## src/rtl/trs80_sound_if.sv

```systemverilog
// Z80 I/O bus view of the sound block: write/read strobes, port address and data lanes.
interface trs80_sound_if;
  logic       io_wr_n;
  logic       io_rd_n;
  logic [7:0] addr;
  logic [7:0] din;
  logic [7:0] dout;
  logic       dout_en;

  modport master (
    output io_wr_n, io_rd_n, addr, din,
    input  dout, dout_en
  );

  modport slave (
    input  io_wr_n, io_rd_n, addr, din,
    output dout, dout_en
  );
endinterface

```

## src/rtl/trs80_sound.sv

```systemverilog
// TRS-80 port 0xFF cassette latch plus NUM_CH square-wave tone channels and a saturating mixer.
// Define SOUND_READBACK_EN to make the channel registers readable on their ports.
module trs80_sound #(
  parameter int unsigned NUM_CH    = 3,
  parameter logic [7:0]  BASE_PORT = 8'hF8,
  parameter int unsigned PRESCALE  = 16,
  parameter int unsigned AUDIO_W   = 4,
  parameter int unsigned CASS_AMP  = 4,
  parameter int unsigned CH_AMP    = 2
) (
  input  logic               clk,
  input  logic               reset_n,
  trs80_sound_if.slave       bus,
  input  logic               cass_in,
  output logic [AUDIO_W-1:0] audio
);
  localparam int unsigned PreW = (PRESCALE > 1) ? $clog2(PRESCALE) : 1;
  localparam int unsigned SumW = AUDIO_W + 3;

  logic                wr_prev_q;
  logic                wr_commit;
  logic [7:0]          ch_off;
  logic                ch_hit;
  logic                ff_wr;
  logic [PreW-1:0]     pre_q, pre_d;
  logic                tick;
  logic [1:0]          cass_lvl_q, cass_lvl_d;
  logic                cass_s1_q, cass_s2_q, cass_s3_q;
  logic                cass_latch_q, cass_latch_d;
  logic [7:0]          per_lo_q [NUM_CH];
  logic [7:0]          per_lo_d [NUM_CH];
  logic [3:0]          per_hi_q [NUM_CH];
  logic [3:0]          per_hi_d [NUM_CH];
  logic                en_q     [NUM_CH];
  logic                en_d     [NUM_CH];
  logic [11:0]         cnt_q    [NUM_CH];
  logic [11:0]         cnt_d    [NUM_CH];
  logic                sq_q     [NUM_CH];
  logic                sq_d     [NUM_CH];
  logic [SumW-1:0]     sum;
  logic [AUDIO_W-1:0]  audio_d;
  logic                rd_hit;
  logic [7:0]          rd_data;

  // Commit only on the falling edge of the strobe so a held-low write acts once.
  assign wr_commit = !bus.io_wr_n && wr_prev_q;
  assign ch_off    = bus.addr - BASE_PORT;
  assign ch_hit    = ch_off < 8'(2 * NUM_CH);
  assign ff_wr     = wr_commit && (bus.addr == 8'hFF);

  assign tick  = (pre_q == PreW'(PRESCALE - 1));
  assign pre_d = tick ? '0 : pre_q + PreW'(1);

  always_comb begin
    cass_lvl_d   = ff_wr ? bus.din[1:0] : cass_lvl_q;
    cass_latch_d = cass_latch_q;
    if (cass_s2_q && !cass_s3_q) begin
      cass_latch_d = 1'b1;
    end else if (ff_wr) begin
      cass_latch_d = 1'b0;
    end
  end

  // A write to a channel takes priority over that channel's tick in the same cycle.
  always_comb begin
    for (int i = 0; i < NUM_CH; i++) begin
      per_lo_d[i] = per_lo_q[i];
      per_hi_d[i] = per_hi_q[i];
      en_d[i]     = en_q[i];
      cnt_d[i]    = cnt_q[i];
      sq_d[i]     = sq_q[i];
      if (wr_commit && ch_hit && (ch_off[7:1] == 7'(i))) begin
        cnt_d[i] = '0;
        if (!ch_off[0]) begin
          per_lo_d[i] = bus.din;
        end else begin
          per_hi_d[i] = bus.din[3:0];
          en_d[i]     = bus.din[7];
          if (!bus.din[7]) sq_d[i] = 1'b0;
        end
      end else if (!en_q[i] || ({per_hi_q[i], per_lo_q[i]} == 12'd0)) begin
        cnt_d[i] = '0;
        sq_d[i]  = 1'b0;
      end else if (tick) begin
        if (cnt_q[i] == {per_hi_q[i], per_lo_q[i]} - 12'd1) begin
          cnt_d[i] = '0;
          sq_d[i]  = ~sq_q[i];
        end else begin
          cnt_d[i] = cnt_q[i] + 12'd1;
        end
      end
    end
  end

  always_comb begin
    case (cass_lvl_q)
      2'b01:   sum = SumW'(2 * CASS_AMP);
      2'b10:   sum = '0;
      default: sum = SumW'(CASS_AMP);
    endcase
    for (int i = 0; i < NUM_CH; i++) begin
      if (sq_q[i]) sum = sum + SumW'(CH_AMP);
    end
    audio_d = (sum > SumW'((2 ** AUDIO_W) - 1)) ? {AUDIO_W{1'b1}} : sum[AUDIO_W-1:0];
  end

  always_comb begin
    rd_hit  = 1'b0;
    rd_data = 8'h00;
    if (bus.addr == 8'hFF) begin
      rd_hit  = 1'b1;
      rd_data = {cass_latch_q, 7'b0};
`ifdef SOUND_READBACK_EN
    end else if (ch_hit) begin
      rd_hit = 1'b1;
      for (int i = 0; i < NUM_CH; i++) begin
        if (ch_off[7:1] == 7'(i)) begin
          rd_data = ch_off[0] ? {en_q[i], 3'b000, per_hi_q[i]} : per_lo_q[i];
        end
      end
`endif
    end
  end

  assign bus.dout    = rd_data;
  assign bus.dout_en = rd_hit && !bus.io_rd_n;

  always_ff @(posedge clk or negedge reset_n) begin
    if (!reset_n) begin
      wr_prev_q    <= 1'b0;
      pre_q        <= '0;
      cass_lvl_q   <= '0;
      cass_s1_q    <= 1'b0;
      cass_s2_q    <= 1'b0;
      cass_s3_q    <= 1'b0;
      cass_latch_q <= 1'b0;
      audio        <= '0;
      for (int i = 0; i < NUM_CH; i++) begin
        per_lo_q[i] <= '0;
        per_hi_q[i] <= '0;
        en_q[i]     <= 1'b0;
        cnt_q[i]    <= '0;
        sq_q[i]     <= 1'b0;
      end
    end else begin
      wr_prev_q    <= bus.io_wr_n;
      pre_q        <= pre_d;
      cass_lvl_q   <= cass_lvl_d;
      cass_s1_q    <= cass_in;
      cass_s2_q    <= cass_s1_q;
      cass_s3_q    <= cass_s2_q;
      cass_latch_q <= cass_latch_d;
      audio        <= audio_d;
      for (int i = 0; i < NUM_CH; i++) begin
        per_lo_q[i] <= per_lo_d[i];
        per_hi_q[i] <= per_hi_d[i];
        en_q[i]     <= en_d[i];
        cnt_q[i]    <= cnt_d[i];
        sq_q[i]     <= sq_d[i];
      end
    end
  end
endmodule

```

## src/flat_wrapper.sv

```systemverilog
// flat-port wrapper written by rule: the top's interface ports become plain ports
module trs80_sound_flat 
#(
  parameter int unsigned NUM_CH    = 3,
  parameter logic [7:0]  BASE_PORT = 8'hF8,
  parameter int unsigned PRESCALE  = 16,
  parameter int unsigned AUDIO_W   = 4,
  parameter int unsigned CASS_AMP  = 4,
  parameter int unsigned CH_AMP    = 2
)
  (clk, reset_n, cass_in, audio, bus_io_wr_n, bus_io_rd_n, bus_addr, bus_din, bus_dout, bus_dout_en);
  trs80_sound_if bus_i ();
  input  logic clk;
  input  logic reset_n;
  input  logic cass_in;
  output logic [AUDIO_W-1:0] audio;
  input wire logic [$bits(bus_i.io_wr_n)-1:0] bus_io_wr_n;
  input wire logic [$bits(bus_i.io_rd_n)-1:0] bus_io_rd_n;
  input wire logic [$bits(bus_i.addr)-1:0] bus_addr;
  input wire logic [$bits(bus_i.din)-1:0] bus_din;
  output wire logic [$bits(bus_i.dout)-1:0] bus_dout;
  output wire logic [$bits(bus_i.dout_en)-1:0] bus_dout_en;
  assign bus_i.io_wr_n = bus_io_wr_n;
  assign bus_i.io_rd_n = bus_io_rd_n;
  assign bus_i.addr = bus_addr;
  assign bus_i.din = bus_din;
  assign bus_dout = bus_i.dout;
  assign bus_dout_en = bus_i.dout_en;
  trs80_sound #(.NUM_CH(NUM_CH), .BASE_PORT(BASE_PORT), .PRESCALE(PRESCALE), .AUDIO_W(AUDIO_W), .CASS_AMP(CASS_AMP), .CH_AMP(CH_AMP)) u_core (.clk(clk), .reset_n(reset_n), .bus(bus_i), .cass_in(cass_in), .audio(audio));
endmodule
```

## config.mk

```make
export PLATFORM = sky130hd
export DESIGN_NAME = trs80_sound_flat
export DESIGN_NICKNAME = d
export VERILOG_FILES = /design/src/rtl/trs80_sound_if.sv /design/src/rtl/trs80_sound.sv /design/src/flat_wrapper.sv
export SDC_FILE = /design/constraint.sdc
export NUM_CORES = 1
export LEC_CHECK = 0
export CORE_MARGIN = 3
export CORE_UTILIZATION = 30
export DETAILED_ROUTE_END_ITERATION = 7
export SETUP_SLACK_MARGIN = 0.05
export SYNTH_ARGS = -nofsm -noshare
export SYNTH_HDL_FRONTEND = slang
export SYNTH_SLANG_ARGS = --single-unit
```

## constraint.sdc

```tcl
create_clock -name clk -period 3 [get_ports clk]
set_input_delay 0.3 -clock clk [delete_from_list [all_inputs] [get_ports clk]]
set_output_delay 0.3 -clock clk [all_outputs]
set_load 0.02 [all_outputs]
```

# After elaboration in Yosys (flattened, before gate mapping)
# Cells that the tools add are included.
# totals
regBits	93
in_bits	21
output_inout_bits	13
wordCells	128
# classes
addsub	11
magnitude_cmp	2
n_eq_ne	15
muxes	36
bitwise	4
n_reduce_logical	37
# ops
cell	count
2-to-1 mux 12 bit	12
adder 12 x 1 -> 12 bit, second input constant	3
equality test 12 bit	3
logical NOT 12 bit	3
subtractor 12 x 1 -> 12 bit, second input constant	3
2-to-1 mux 7 bit	3
nonzero test 3 bit	6
2-to-1 mux 1 bit	17
adder 7 x 2 -> 7 bit, second input constant	2
AND reduction 2 bit	6
AND reduction 4 bit	3
equality test 8 bit, second input constant	1
logical AND 1 bit	8
< comparator 8 x 3 -> 1 bit, second input constant	1
2-to-1 mux 4 bit	2
2-to-1 mux 8 bit	1
one-hot mux 4 bit (2 select lines)	1
subtractor 8 bit, second input constant	1
equality test 7 x 1 -> 1 bit, second input constant	1
equality test 7 x 2 -> 1 bit, second input constant	1
> comparator 7 x 4 -> 1 bit, second input constant	1
logical NOT 7 bit	1
logical NOT 1 bit	6
inequality test 2 x 1 -> 1 bit, second input constant	3
9 further kinds	16

# Logic depth before layout (Yosys ltp)
# depth
word_depth	10
mapped_depth	10
depth_no_buf	9

# Least setup slack after synthesis
# OpenSTA, ideal clock, no wires.
# synth_timing
path_type	reg2reg
from	register u_core.per_lo_q[16] (netlist name)
to	register u_core.sq_q[2] (netlist name)
setup_ns	0.122
arrival_time_ns	2.496
required_time_ns	2.878
setup_slack_ns	0.383
stages_incl_launch_ff	10
path_buffers	0
period_less_slack_ns	2.617
cell_sequence	dfrtp_1 -> inv_1 -> ha_1 -> or4b_4 -> or3_1 -> a2111oi_2 -> o211a_1 -> nand4_2 -> xnor2_1 -> a32o_1
# synth_via
elab_chain_len	4
elab_cells_between_ends	9
classes_between	1 x add/sub; 1 x eq/ne; 2 x mux; 5 x reduce/logical
# synth_rtl
item	line	text
start: declaration	trs80_sound.sv:30	logic [7:0] per_lo_q [NUM_CH];
start signal: indexed assignment	trs80_sound.sv:155	per_lo_q[i] <= per_lo_d[i];
subtractor 12 x 1 -> 12 bit / logical NOT 12 bit (equally long branches)	trs80_sound.sv:85, trs80_sound.sv:81	
equality test 12 bit / logical OR 1 bit (equally long branches)	trs80_sound.sv:85, trs80_sound.sv:81	
nonzero test 3 bit (no source line) / 2-to-1 mux 1 bit (equally long branches)	--	
AND reduction 4 bit (no source line) / 2-to-1 mux 1 bit (equally long branches)	--	
end signal: indexed assignment	trs80_sound.sv:159	sq_q[i] <= sq_d[i];
end: declaration	trs80_sound.sv:38	logic sq_q [NUM_CH];
# Parallel ways exist; a longest one is shown, timed or not.
# A chain may end at the register's enable or synchronous reset.

# Final worst setup path
# layout_timing
from	register u_core.per_lo_q[17] (netlist name)
to	register u_core.sq_q[2] (netlist name)
# Same word-level chain as after synthesis.

==> summary.txt <==
Cells and area
  – Number of cells in the finished layout apart from fillers: 848
  – Most common library cell in the layout ignoring fill and taps: dfrtp_1
  – Area growth from synthesis to final layout: 16.7%
  – Layout cells sized above 1: 0.157
  – Layout Nets: 647
  – Number of filler cells placed in the layout: around 1800
  – Count of inserted antenna diode cells: 0
  – Commonest non-fill, non-tap cells in the layout: 93 x dfrtp_1, 53 x nor2_1, 49 x xnor2_1

Timing
  – Worst Hold Slack: about 0.00063 ns
  – Tightest Pin Transition: about 0.7 ns
  – Clock Skew: ~0.0055 ns
  – Minimum setup slack in the final design: ~0.24 ns
  – Number of max-slew violations in the final report: 0
  – Total negative setup slack: 0 ns
  – RSZ-0062 raised after global routing: no
  – Final number of setup-violating endpoints: 0
  – Tightest slew margin relative to the limit: 0.530
  – Final critical-path share of the clock period: 0.921
  – Final critical path time including I/O delays and setup: between 2 and 3 ns
  – Fmax: about 360 MHz
  – Number of endpoints with negative hold slack in the final report: 0

Floorplanning
  – Die X-Extent: approximately 140 um
  – Core Footprint: 18100 sq um
  – Die height: about 140 um
  – Die Area: between 20000 and 25000 sq um
  – Rows: just under 50
  – Boundary Pins: 34
  – Starting density of the core: 0.309

Yosys
  – Synthesized area per cell: ~9.8 sq um
  – Ys async rst share: 1.00
  – Post-synth EDFFs: 0
  – Flop and latch count out of synthesis: just over 90
  – Dominant register cell in the synthesized netlist: dfrtp_1
  – Area share of the largest cell type after synthesis: 0.415
  – Share of the yosys chip area belonging to registers: 0.415
  – Dominant cell type by area after synthesis: dfrtp_1
  – Cell types occupying the most area after synthesis: dfrtp_1 41%, xnor2_1 7.6%, mux2_2 6.8%
  – Instance count of the mapped netlist: 575
  – Synth unique cells: 74
  – Synthesis Warnings: 0
  – Netlist Area Pre-Place: around 5600 sq um

Detailed routing
  – Total routed wirelength: 12400 um
  – Post-route DRC violation count: 0
  – Vias per cell: 5.00
  – Remaining antenna violation count: 0
  – Count of TritonRoute iterations in the first routing pass: 5
  – Vias post-DR: 4239
  – First DRT Iteration DRCs: between 200 and 250
  – Post-DR wirelength/cell: around 15 um

Power and ir drop
  – Leakage power total: between 2 and 3 nW
  – Power per standard cell area: 406 nW/um^2
  – VDD IR max: ~0.26 mV

Worst setup path
  – Critical R2R Capture: u_core.sq_q[2]
  – Startpoint types: register
  – Critical register-to-register path startpoint: u_core.per_lo_q[17]
  – Depth of the worst register-to-register path: 9
  – Destination of the critical timing path: u_core.sq_q[2]
  – Crit path capture type: register
  – Arrival @ worst endpoint: around 3.0 ns
  – Top fanout value on the critical path: 5
  – R2R setup slack: roughly 0.24 ns
  – Category of the critical setup timing path: reg -> reg
  – Critical path data required time: 3.24 ns
  – Crit. Startpoint: u_core.per_lo_q[17]

Worst hold path
  – Class of the most critical hold timing path: in -> async

Place
  – Number of port buffers: 26
  – Worst setup slack after placement: around 0.063 ns
  – Dpl hpwl: between 9000 and 10000 um
  – Number of placed instances with taps included: 832
  – Routability-driven placement congestion ratio: 0.813

Clock tree
  – Clock-pin slew on the worst setup and hold paths: around 0.060 ns
  – Insertion delay of the later-clocked pin in the worst-skew pair: approximately 0.35 ns
  – Hold-fix buffer count after cts: 0
  – Clock Path Buffers: 2
  – Number of post-CTS setup repair buffers: 0
  – Clock tree from TritonCTS: built
  – Cell at the root of the clock tree: clkbuf_16
  – Clock Sink Count: 93
  – Number of buffers created by CTS: 9
  – Depth of the CTS H-tree: 3
  – Post-CTS resize count: 0

Global routing
  – Global-route wire length before repair: 20700 um
  – Via count of the first global-routing pass: 3972
  – Global router's overall resource usage: 0.129
  – GRT Residual Overflow: 0
  – Pin count of the biggest net entering global routing: 56
  – Antenna violations before repair: 0

Job
  – Maximum capacitance violations: 0

Status
  – Outcome: completed
-- critical path, stage by stage (launching register included) --
cell and delay, ns:
dfrtp_1 0.42, inv_1 0.08, ha_1 0.17, or4b_4 0.50
or3_1 0.37, a2111oi_2 0.36, o211a_1 0.22, nand4_2 0.15
xnor2_1 0.18, a32o_1 0.20
-- flip-flops by register name, indices dropped and copies added, names as in the netlist --
name                 count
u_core.per_lo_q         24
u_core.en_q              3
u_core.cnt_q            36
u_core.cass_lvl_q        2
u_core.sq_q              3
u_core.audio             4
u_core.cass_s3_q         1
u_core.cass_s2_q         1
u_core.wr_prev_q         1
u_core.cass_latch_q      1
u_core.pre_q             4
u_core.cass_s1_q         1
u_core.per_hi_q         12
-- worst min-delay path by stage --
stage / from / endpoint / slack [ns] / cells past startpoint
floorplan: reset_n / u_core.audio[0] / 0.004 / 0
global placement: u_core.cass_s1_q / u_core.cass_s2_q / 0.35 / 0
detailed placement: u_core.cass_s1_q / u_core.cass_s2_q / 0.34 / 0
CTS: reset_n / u_core.pre_q[0] / 0.02 / 1
global route: reset_n / u_core.pre_q[1] / 0.05 / 1
finish: reset_n / u_core.pre_q[1] / 0.0006 / 1
-- synthesized netlist by cell type (2+ instances only) --
library cell	count
clkbuf_1	12
nor2_1	53
and3b_1	2
o31a_1	2
mux2_2	34
dfrtp_1	93
nor4_1	7
o31ai_1	4
buf_2	2
nand3b_1	4
nand4_1	9
nor2b_1	3
o21a_1	4
nand2b_1	9
nor3_1	20
or2_2	3
a21o_1	3
nand3_1	34
or3_1	6
and2_1	3
o211a_1	2
a32o_1	2
nand4b_1	2
a31o_2	5
nor3b_1	3
nor4_2	4
inv_1	21
a21oi_1	7
a211oi_1	4
nand2_1	48
mux2i_1	4
or4_1	8
xnor2_1	49
and3_1	3
nor3_2	2
a311o_1	2
a2111oi_0	4
o21ai_0	24
ha_1	11
a32oi_1	3
buf_4	7
xor2_1	21
-- final cells by class --
cell class	instances	area [sq um]	area share
clock buffer	13	260	0.0397
clock inverter	3	67.6	0.0103
inverter	21	78.8	0.0120
multi-input combinational	445	3130	0.477
sequential	93	2330	0.355
tap	229	287	0.0437
timing repair buffer	44	405	0.0619
-- kinds of logic after synthesis --
logic type,synth area share
buffers and inverters,0.0339
AND/OR/NAND/NOR,0.228
XOR/XNOR,0.114
other,0.000668
adder cells (fa/ha/maj),0.0281
flip-flops,0.415
multiplexers,0.0753
AO/OA/AOI/OAI,0.106
-- through the flow --
stage                     utilization  power, mW  cell area [sq um]
final                           0.361       2.66               6550
after global routing            0.361       2.76               6550
after CTS                       0.361       2.70               6550
after detailed placement        0.343       1.43               6220
after global placement          0.343       1.43               6220
after floorplan                     -       1.35               5640
-- per-layer routing --
metal,GRT usage,share of wire
met1,0.186,0.51
met2,0.192,0.44
met3,0.0218,0.036
met4,0.0510,0.018
met5,0,0
-- power by group --
| group | switching, mW | internal [mW] | leakage, nW |
|---|---|---|---|
| combinational | 0.0828 | 0.0525 | 1.33 |
| sequential | 0.00919 | 1.26 | 1.24 |
| clock | 0.476 | 0.776 | 0.156 |
| total | 0.568 | 2.09 | 2.72 |
Note: power is estimated with default switching activity, not from simulation.
